### src/rtl/mdu_issue_ctrl.sv
// EX-stage issue/commit control for an iterative multiply/divide unit; owns HI/LO.
// Optional: define MDU_BYPASS_EN to forward the MDU result in the cycle it arrives.
module mdu_issue_ctrl #(
    parameter int DATA_W = 32
) (
    input  logic              clk,
    input  logic              rst,
    input  logic              ex_valid,
    input  logic [2:0]        ex_op,
    input  logic              ex_sign,
    input  logic [DATA_W-1:0] ex_a,
    input  logic [DATA_W-1:0] ex_b,
    input  logic              reg_stall,
    input  logic              reg_flush,
    output logic              ctl_stall,
    output logic [DATA_W-1:0] rd_data,
    output logic [DATA_W-1:0] hi,
    output logic [DATA_W-1:0] lo,
    output logic              mdu_req_valid,
    input  logic              mdu_req_ready,
    output logic              mdu_req_div,
    output logic              mdu_req_sign,
    output logic [DATA_W-1:0] mdu_req_a,
    output logic [DATA_W-1:0] mdu_req_b,
    input  logic              mdu_resp_valid,
    input  logic [DATA_W-1:0] mdu_resp_hi,
    input  logic [DATA_W-1:0] mdu_resp_lo,
    output logic              mdu_kill
);

    localparam logic [2:0] OP_MUL  = 3'd1;
    localparam logic [2:0] OP_DIV  = 3'd2;
    localparam logic [2:0] OP_MFHI = 3'd3;
    localparam logic [2:0] OP_MFLO = 3'd4;
    localparam logic [2:0] OP_MTHI = 3'd5;
    localparam logic [2:0] OP_MTLO = 3'd6;

    typedef enum logic [1:0] {StIdle, StReq, StWait, StDone} state_t;

    state_t            state;
    logic [DATA_W-1:0] hi_q;
    logic [DATA_W-1:0] lo_q;
    logic              go;
    logic              mt_ok;
    logic              resp_take;

    assign go        = ex_valid & ((ex_op == OP_MUL) | (ex_op == OP_DIV)) & ~reg_flush;
    assign mt_ok     = ex_valid & ~reg_stall & ~reg_flush & (state == StIdle);
    // A flush in the response cycle wins: the result is discarded.
    assign resp_take = (state == StWait) & mdu_resp_valid & ~reg_flush;

    always_ff @(posedge clk or posedge rst) begin
        if (rst) begin
            state         <= StIdle;
            hi_q          <= '0;
            lo_q          <= '0;
            mdu_req_valid <= 1'b0;
            mdu_req_div   <= 1'b0;
            mdu_req_sign  <= 1'b0;
            mdu_req_a     <= '0;
            mdu_req_b     <= '0;
            mdu_kill      <= 1'b0;
        end else begin
            mdu_kill <= 1'b0;
            case (state)
                StIdle: begin
                    if (go) begin
                        state         <= StReq;
                        mdu_req_valid <= 1'b1;
                        mdu_req_div   <= (ex_op == OP_DIV);
                        mdu_req_sign  <= ex_sign;
                        mdu_req_a     <= ex_a;
                        mdu_req_b     <= ex_b;
                    end else if (mt_ok && ex_op == OP_MTHI) begin
                        hi_q <= ex_a;
                    end else if (mt_ok && ex_op == OP_MTLO) begin
                        lo_q <= ex_a;
                    end
                end
                StReq: begin
                    if (reg_flush) begin
                        state         <= StIdle;
                        mdu_req_valid <= 1'b0;
                    end else if (mdu_req_ready) begin
                        state         <= StWait;
                        mdu_req_valid <= 1'b0;
                    end
                end
                StWait: begin
                    if (reg_flush) begin
                        state    <= StIdle;
                        mdu_kill <= 1'b1;
                    end else if (resp_take) begin
                        hi_q <= mdu_resp_hi;
                        lo_q <= mdu_resp_lo;
`ifdef MDU_BYPASS_EN
                        state <= reg_stall ? StDone : StIdle;
`else
                        state <= StDone;
`endif
                    end
                end
                StDone: begin
                    // Holding here while stalled keeps a stalled MUL/DIV from reissuing.
                    if (reg_flush || !reg_stall) begin
                        state <= StIdle;
                    end
                end
                default: state <= StIdle;
            endcase
        end
    end

    always_comb begin
        ctl_stall = 1'b0;
        case (state)
            StIdle:         ctl_stall = go;
            StReq, StWait:  ctl_stall = 1'b1;
            default:        ctl_stall = 1'b0;
        endcase
`ifdef MDU_BYPASS_EN
        if (resp_take) begin
            ctl_stall = 1'b0;
        end
`endif
    end

`ifdef MDU_BYPASS_EN
    assign hi = resp_take ? mdu_resp_hi : hi_q;
    assign lo = resp_take ? mdu_resp_lo : lo_q;
`else
    assign hi = hi_q;
    assign lo = lo_q;
`endif

    always_comb begin
        rd_data = '0;
        if (ex_op == OP_MFHI) begin
            rd_data = hi;
        end else if (ex_op == OP_MFLO) begin
            rd_data = lo;
        end
    end

endmodule

### config.mk
export PLATFORM = sky130hd
export DESIGN_NAME = mdu_issue_ctrl
export DESIGN_NICKNAME = d
export VERILOG_FILES = /design/src/rtl/mdu_issue_ctrl.sv
export SDC_FILE = /design/constraint.sdc
export NUM_CORES = 1
export LEC_CHECK = 0
export CAP_MARGIN = 0
export CORE_AREA = 2 2 132 134
export DETAILED_ROUTE_END_ITERATION = 12
export DIE_AREA = 0 0 134 136
export GPL_TIMING_DRIVEN = 0
export PLACE_DENSITY = 0.83
export SYNTH_ARGS = -nofsm -noshare
export SYNTH_HDL_FRONTEND = slang
export SYNTH_SLANG_ARGS = --single-unit
### constraint.sdc
create_clock -name clk -period 5.49 [get_ports clk]
set_clock_uncertainty 0.05 [all_clocks]
set_input_delay 0.8235 -clock clk [delete_from_list [all_inputs] [get_ports clk]]
set_output_delay 0.8235 -clock clk [all_outputs]
set_load 0.05 [all_outputs]
# --- Word-level counts from Yosys, hierarchy flattened ---
# Cells that the tools add are included.
totals:
  wordCells: 78
  mem_bits_ro: 0
  latchBits: 0
  mem_bits_rw: 0
  register_bits: 134
  mem_count: 0
  output_inout_bits: 165
op_classes:
  mux: 27
  n_lt_le_gt_ge: 0
  n_mul: 0
  n_div: 0
  n_bitwise: 10
  n_reduce_logical: 13
  add_sub_neg: 0
  shift: 0
  eq_ne: 19
ops:
  columns: ["cell", "n"]
  rows:
  - ["32-bit two-way mux", 11]
  - ["32-bit one-hot mux with 2 select lines", 2]
  - ["2-bit two-way mux", 6]
  - ["2-bit != test, second input constant", 6]
  - ["3-bit == test, second input constant", 3]
  - ["2-bit one-hot mux with 4 select lines", 1]
  - ["1-bit AND", 7]
  - ["3-bit by 2-bit == test with 1-bit output, second input constant", 2]
  - ["3-bit != test, second input constant", 2]
  - ["6-bit AND reduction", 1]
  - ["1-bit two-way mux", 5]
  - ["5-bit AND reduction", 1]
  - ["2-bit == test, second input constant", 2]
  - ["2-bit by 1-bit != test with 1-bit output, second input constant", 2]
  - ["1-bit one-hot mux with 2 select lines", 2]
  - ["4-bit AND reduction", 1]
  - ["2-bit nonzero test", 2]
  - ["3-bit by 1-bit == test with 1-bit output, second input constant", 1]
  - ["3-bit AND reduction", 1]
  - ["2-bit by 1-bit == test with 1-bit output, second input constant", 1]
  - ["1-bit logical AND", 2]
  - ["2-bit zero test", 1]
  - ["1-bit NOT", 2]
  - ["2-bit AND reduction", 1]
  - ["other kinds (4)", 4]

# --- Depth between registers and ports, before layout ---
# Gate-level depths: netlist of run 1.
logic_depth:
  ltp_word: 9
  depth_mapped: 8

# --- Least setup slack after synthesis of run 1 ---
# OpenSTA, ideal clock, no wires.
synth_timing:
  path_type: "input port to output port"
  from: "input port reg_flush"
  to: "output port ctl_stall"
  arrival_ps: 2792
  stages: 7
  required_ps: 4617
  setup_slack_ps: 1825
  n_path_buf: 3
  cell_sequence: "nand2b_1 > or3_4 > or2_1 > clkbuf_2 > buf_6 > buf_6 > a21oi_1"
synth_between:
  elab_chain_len: 3
synth_lines:
  columns: ["element", "line_no", "rtl"]
  rows:
  - ["start: declaration", "14", "input logic reg_flush,"]
  - ["1-bit NOT", "47", "assign go = ex_valid & ((ex_op == OP_MUL) | (ex_op == OP_DIV)) & ~reg_flush;"]
  - ["1-bit AND", "47", null]
  - ["1-bit one-hot mux with 2 select lines", "116", "case (state)"]
  - ["end: declaration", "15", "output logic ctl_stall,"]
# Every way passes these cells.

# --- Worst setup path after layout of run 1 ---
layout_timing:
  from: "input port ex_op[2]"
  to: "output port rd_data[29]"
layout_between:
  elab_chain_len: 3
layout_lines:
  columns: ["element", "line_no", "rtl"]
  rows:
  - ["start: declaration", "9", "input logic [2:0] ex_op,"]
  - ["3-bit == test", "140", "end else if (ex_op == OP_MFLO) begin"]
  - ["32-bit two-way mux", "140", null]
  - ["32-bit two-way mux *", "138", "if (ex_op == OP_MFHI) begin"]
  - ["end: declaration", "16", "output logic [DATA_W-1:0] rd_data,"]
# Every way passes the cells marked *; elsewhere a longest branch is shown, timed or not.

==> results of run 1 <==
==> routing by layer <==
layer / wire [um] / GRT usage / vias to the layer above
met5: 0 / 0 / -
met4: 615 / 0.103 / 0
met3: 2180 / 0.0783 / 47
met2: 11600 / 0.430 / 335
met1: 9240 / 0.313 / 3046
li1: - / - / 2695
==> kinds of logic (layout without fill, tap and decap cells) <==
logic type	count (synthesis)	after routing
buffers and inverters	58	394
flip-flops	134	134
adder cells (fa/ha/maj)	6	6
multiplexers	67	67
XOR/XNOR	1	1
AND/OR/NAND/NOR	109	109
AO/OA/AOI/OAI	173	173
==> state kept, by name, summed over array words and instances, names as in the netlist <==
signal	flops
mdu_req_b	32
mdu_kill	1
hi	32
lo	32
mdu_req_sign	1
state	2
mdu_req_div	1
mdu_req_a	32
mdu_req_valid	1
==> metrics by stage <==
step           total power, mW  instance area, um^2  setup TNS, ns  utilization
6_report                  7.43                10200              0        0.605
5_1_grt                   7.74                10200              0        0.605
4_1_cts                   7.46                10200              0        0.605
3_5_place_dp              6.27                 9610              0        0.569
3_3_place_gp              6.18                 9570        -135.04        0.567
2_1_floorplan             4.63                 6260              0            -
==> worst reg2reg max path: stages, from the launching register on <==
cell	delay (ns)
dfrtp_1	0.42
inv_1	0.14
ha_1	0.30
inv_1	0.10
o21ai_0	0.26
clkbuf_1	0.48
clkbuf_1	0.52
a21oi_1	0.16
a41oi_1	0.20
==> area by class of cell <==
cell class | instances | area (um^2)
inverters | 7 | 31.3
fillers | 1368 | 6670
well taps | 225 | 282
clock inverters | 13 | 156
multi-input cells | 356 | 2650
repair buffers | 304 | 3060
flip-flops and latches | 134 | 3350
clock buffers | 19 | 443
plain buffers | 51 | 226
==> final timing paths <==
check	from	slack, ns	end	cells after the start
max	ex_op[2]	0.66	rd_data[29]	5
min reg2reg	mdu_req_b[23]$_DFFE_PP0P_	0.45	mdu_req_b[23]$_DFFE_PP0P_	1
max in group asynchronous	rst	3.81	lo[17]$_DFFE_PP0P_	3
min	mdu_req_b[23]$_DFFE_PP0P_	0.45	mdu_req_b[23]$_DFFE_PP0P_	1
min in group asynchronous	rst	0.86	mdu_req_a[30]$_DFFE_PP0P_	2
max reg2reg	state[1]$_DFFE_PP0P_	2.78	lo[2]$_DFFE_PP0P_	8
==> Yosys cell counts <==
library cell	instances
dfrtp_1	134
nand2_1	100
a21oi_1	67
a41oi_1	64
clkbuf_1	43
mux2_2	37
a22o_1	32
mux2_4	29
ha_1	6
inv_1	6
buf_6	4
buf_2	3
o21ai_0	3
nand3b_1	2
nor3b_1	2
a21o_1	1
a2bb2oi_1	1
and2_1	1
and3b_1	1
clkbuf_2	1
clkinv_1	1
mux2i_1	1
nand2b_1	1
o221a_2	1
o22a_1	1
o22ai_1	1
o31ai_2	1
o41ai_2	1
or2_1	1
or3_4	1
xnor2_1	1
==> where the power goes <==
part / total, mW / switching [mW] / internal (mW)
combinational: 4.43 / 2.92 / 1.51
sequential: 1.83 / 0.360 / 1.47
clock: 1.16 / 0.440 / 0.724
total: 7.43 / 3.72 / 3.71
==> key figures, run 1 <==
Timing
  • Min cycle time layout: 4.83 ns
  • Hold WS: 0.454 ns
  • Worst-margin pin slew: 1.10 ns
  • Final worst slack: 0.663 ns
  • Unrepaired setup endpoints after global routing: false
  • FMAX: 207 MHz
  • Final Cycle Share: 0.879
  • Slew headroom: 0.260
  • Final hold violations: 0
  • Final Slew Violations: 0
  • Final Setup Violations: 0

Global routing
  • Pin count of the biggest net entering global routing: 82
  • GR Overflow Total: 0
  • GR Util All Layers: 0.258
  • Vias in the first global route: 6367
  • First-pass GRT wire length: 35800 um
  • Initial antenna violation count: 0

Clock tree
  • TritonCTS clock tree: yes
  • Clk Tree Root Cell: clkbuf_16
  • Worst-Skew Late Latency: 0.41 ns
  • Post-CTS sizing: 0
  • Number of hold buffers added after CTS: 0
  • TritonCTS buffer count: 17
  • Post-CTS setup buffers: 0
  • Longest Clk Path Bufs: 2
  • H-tree depth: 4
  • Num Clock Sinks: 134
  • Worst-path clk slew: 0.06 ns

Critical path
  • Crit. End Element: output pin
  • CP Buf/Inv Count: 3
  • Most used cell along the critical path: clkdlybuf4s50_1
  • Data required time of the worst path: 4.62 ns
  • Critical path data arrival time: 3.95 ns
  • Largest stage delay on the critical path: 0.91 ns
  • Critical path, cell by cell: clkdlybuf4s50_1, nor3b_1, clkbuf_1, a22o_1, clkdlybuf4s50_1
  • Slowest-stage cell, CP: nor3b_1
  • Delay-heaviest family, CP: buffers and inverters
  • Critical path startpoint category: input pin
  • Worst-path maximum fanout: 10
  • WS Path Type: input pin to output pin

Yosys
  • Main combinational cell family by area after synthesis: compound AO/OA/AOI/OAI gates
  • Synth Area in Simple Gates: 0.0710
  • Mean Syn Cell Area: 11.4 um^2
  • Register bit total from synthesis: 134
  • Proportion of synthesized area in mux cells: 0.138
  • Compound-Gate Fraction of Synth Area: 0.202
  • Syn nets: 693
  • Synth warnings: 0
  • Count of different cell masters after synthesis: 31
  • Largest cells by area after synthesis: dfrtp_1 (54%), a41oi_1 (9.0%), mux2_4 (7.0%)
  • Post-synthesis cell area: 0.00626 mm^2
  • Adder-cell area share of the yosys netlist: 0.0120
  • Synth Area in XOR/XNOR: 0.00140
  • Sequential share of the synthesized area: 0.536
  • Syn Inst Count: 548
  • Top cell type's share of synthesized area: 0.536
  • Synth area leader: dfrtp_1

Die
  • Initial Util: 0.371
  • Die Span X: 134 um
  • FP Rows: 48
  • # IOs: 304
  • Area of the core: 0.0169 mm^2
  • Die Height: 136 um
  • Die area: 0.0182 mm^2

Detailed routing
  • Via density: 5.52
  • DRC: 0
  • Wire per inst: 21.3 um
  • Via count: 6123
  • Post-route ant nets: 0
  • Drt pass-1 iters: 7
  • Initial DRC count: 359
  • Drt total wl: 23700 um

Outcome
  • Run status: finished clean

Cells and area
  • Share of layout cells above drive strength 1: 0.126
  • Commonest non-fill, non-tap cell in the layout: clkdlybuf4s50_1
  • Most frequent cells in the layout: clkdlybuf4s50_1 (303), dfrtp_1 (134), nand2_1 (100)
  • Ant diodes: 0
  • Final net count: 1016
  • Area delta synth->final: 63.1%
  • Final cell count without fillers: 1109

Worst hold path
  • Worst Hold Class: flip-flop to flip-flop

Pwr
  • Worst-case vdd ir drop: 0.344 mV
  • Pwr dens: 728 mW/mm^2
  • Lkg Pwr: 4.18 nW

Placed design
  • Dpl hpwl: 17500 um
  • Port Buffers: 303
  • Gpl congestion: 0.831
  • Placed insts: 1077
  • Dpl ws: 0.673 ns

Flow run
  • Max-cap violations: 0
No activity file was read; power rests on OpenSTA's default activity.
==> inputs of run 2 (changes only) <==
Settings changed: CAP_MARGIN 0 to unset, DONT_BUFFER_PORTS set to 1, PLACE_DENSITY 0.83 to 0.59.
==> run 2 against run 1 <==
Effect of this change: via count decreased by 20%; clock-buffer cell count increased by 2; core utilization decreased by 17 points; register-to-register slack got worse by 0.03 ns; wire length decreased by 9.8%; fmax increased by 23%; final cell count decreased by 27%; critical path type unchanged; critical endpoint is now ctl_stall; highest routed layer unchanged.
==> key figures, run 2 (synthesis results as in run 1) <==
Outcome
  • Run status: finished clean

Die
  • Initial Util: 0.371
  • Die Height: 136 um
  • Die Span X: 134 um
  • FP Rows: 48
  • Area of the core: 0.0169 mm^2
  • Die area: 0.0182 mm^2
  • # IOs: 304

Critical path
  • Critical path data arrival time: 3.06 ns
  • Worst-path maximum fanout: 10
  • Data required time of the worst path: 4.62 ns
  • R2R Setup Slk: 2.75 ns
  • Path depth of the worst reg2reg path: 8
  • Crit. End Element: output pin
  • Critical path startpoint category: input pin
  • WS Path Type: input pin to output pin

Cells and area
  • Most frequent cells in the layout: dfrtp_1 (134), nand2_1 (100), a21oi_1 (67)
  • Final net count: 713
  • Ant diodes: 0
  • Final cell count without fillers: 806
  • Share of layout cells above drive strength 1: 0.189
  • Commonest non-fill, non-tap cell in the layout: dfrtp_1
  • Area delta synth->final: 15.9%
  • Post-Layout Inst Area: 0.00725 mm^2

Global routing
  • GR Overflow Total: 0
  • GR Util All Layers: 0.233
  • Pin count of the biggest net entering global routing: 93
  • Initial antenna violation count: 0
  • Vias in the first global route: 5279
  • First-pass GRT wire length: 31800 um

Detailed routing
  • DR WL met3: 1820 um
  • Post-route ant nets: 0
  • Drt pass-1 iters: 5
  • Via count: 4918
  • DR WL met2: 10700 um
  • Wire per inst: 26.5 um
  • Initial DRC count: 293
  • Drt total wl: 21400 um
  • Met1 WL: 8430 um
  • DR top layer: met4
  • DRC: 0
  • Via density: 6.10

Timing
  • TNS Setup: 0 ns
  • Slew headroom: 0.244
  • Final Slew Violations: 0
  • Worst-margin pin slew: 1.14 ns
  • Unrepaired setup endpoints after global routing: false
  • Final Cycle Share: 0.716
  • FMAX: 254 MHz
  • Hold WS: 0.217 ns
  • Final hold violations: 0
  • Min cycle time layout: 3.93 ns
  • Final Setup Violations: 0

Placed design
  • Port Buffers: 0
  • DP Area: 0.00657 mm^2
  • Placed insts: 774
  • Gpl congestion: 0.809
  • Dpl hpwl: 15400 um

Clock tree
  • Longest Clk Path Bufs: 2
  • Num Clock Sinks: 134
  • Worst-Skew Late Latency: 0.41 ns
  • Post-CTS sizing: 0
  • Number of hold buffers added after CTS: 0
  • Clk Tree Root Cell: clkbuf_16
  • H-tree depth: 4
  • TritonCTS buffer count: 17
  • Post-CTS setup buffers: 0
  • TritonCTS clock tree: yes
  • Worst-path clk slew: 0.06 ns

Worst hold path
  • Worst Hold Class: input pin to asynchronous set/reset pin

Flow run
  • Max-cap violations: 0
[run 2: final cells by class]
type	instances	area [um^2]
Sequential cell	134	3350
Fill cell	1621	9620
Multi-Input combinational cell	356	2650
Clock buffer	21	460
Inverter	7	31.3
Buffer	51	226
Tap cell	225	282
Timing Repair Buffer	1	27.5
Clock inverter	11	220
[run 2: critical path: stages]
cell and delay [ns]:
nand2b_1 0.18, or3_4 0.42, or2_1 0.22, clkbuf_2 0.15
buf_6 0.18, buf_6 0.18, a21oi_1 0.90
[run 2: per-stage QoR]
step                setup WS [ns]   util
floorplan                    1.03      -
global placement           -0.376  0.388
detailed placement           1.52  0.389
CTS                          1.51  0.430
global route                 1.40  0.430
finish                       1.56  0.430
[run 2: final timing paths]
kind	endpoint	startpoint
max	ctl_stall	reg_flush
min	mdu_req_b[21]$_DFFE_PP0P_	rst
max reg2reg	lo[3]$_DFFE_PP0P_	state[1]$_DFFE_PP0P_
min reg2reg	state[0]$_DFFE_PP0P_	state[0]$_DFFE_PP0P_
max in group asynchronous	mdu_req_a[17]$_DFFE_PP0P_	rst
min in group clk	mdu_req_a[27]$_DFFE_PP0P_	ex_a[27]
[run 2: routing by layer]
layer	track usage	vias to the layer above
met2	0.386	288
met3	0.0727	23
li1	-	2083
met1	0.287	2524
met5	0	-
met4	0.0822	0
Power of run 2 is not shown: default switching activity piles up to over one toggle a cycle in this logic, so the estimate is an artifact.
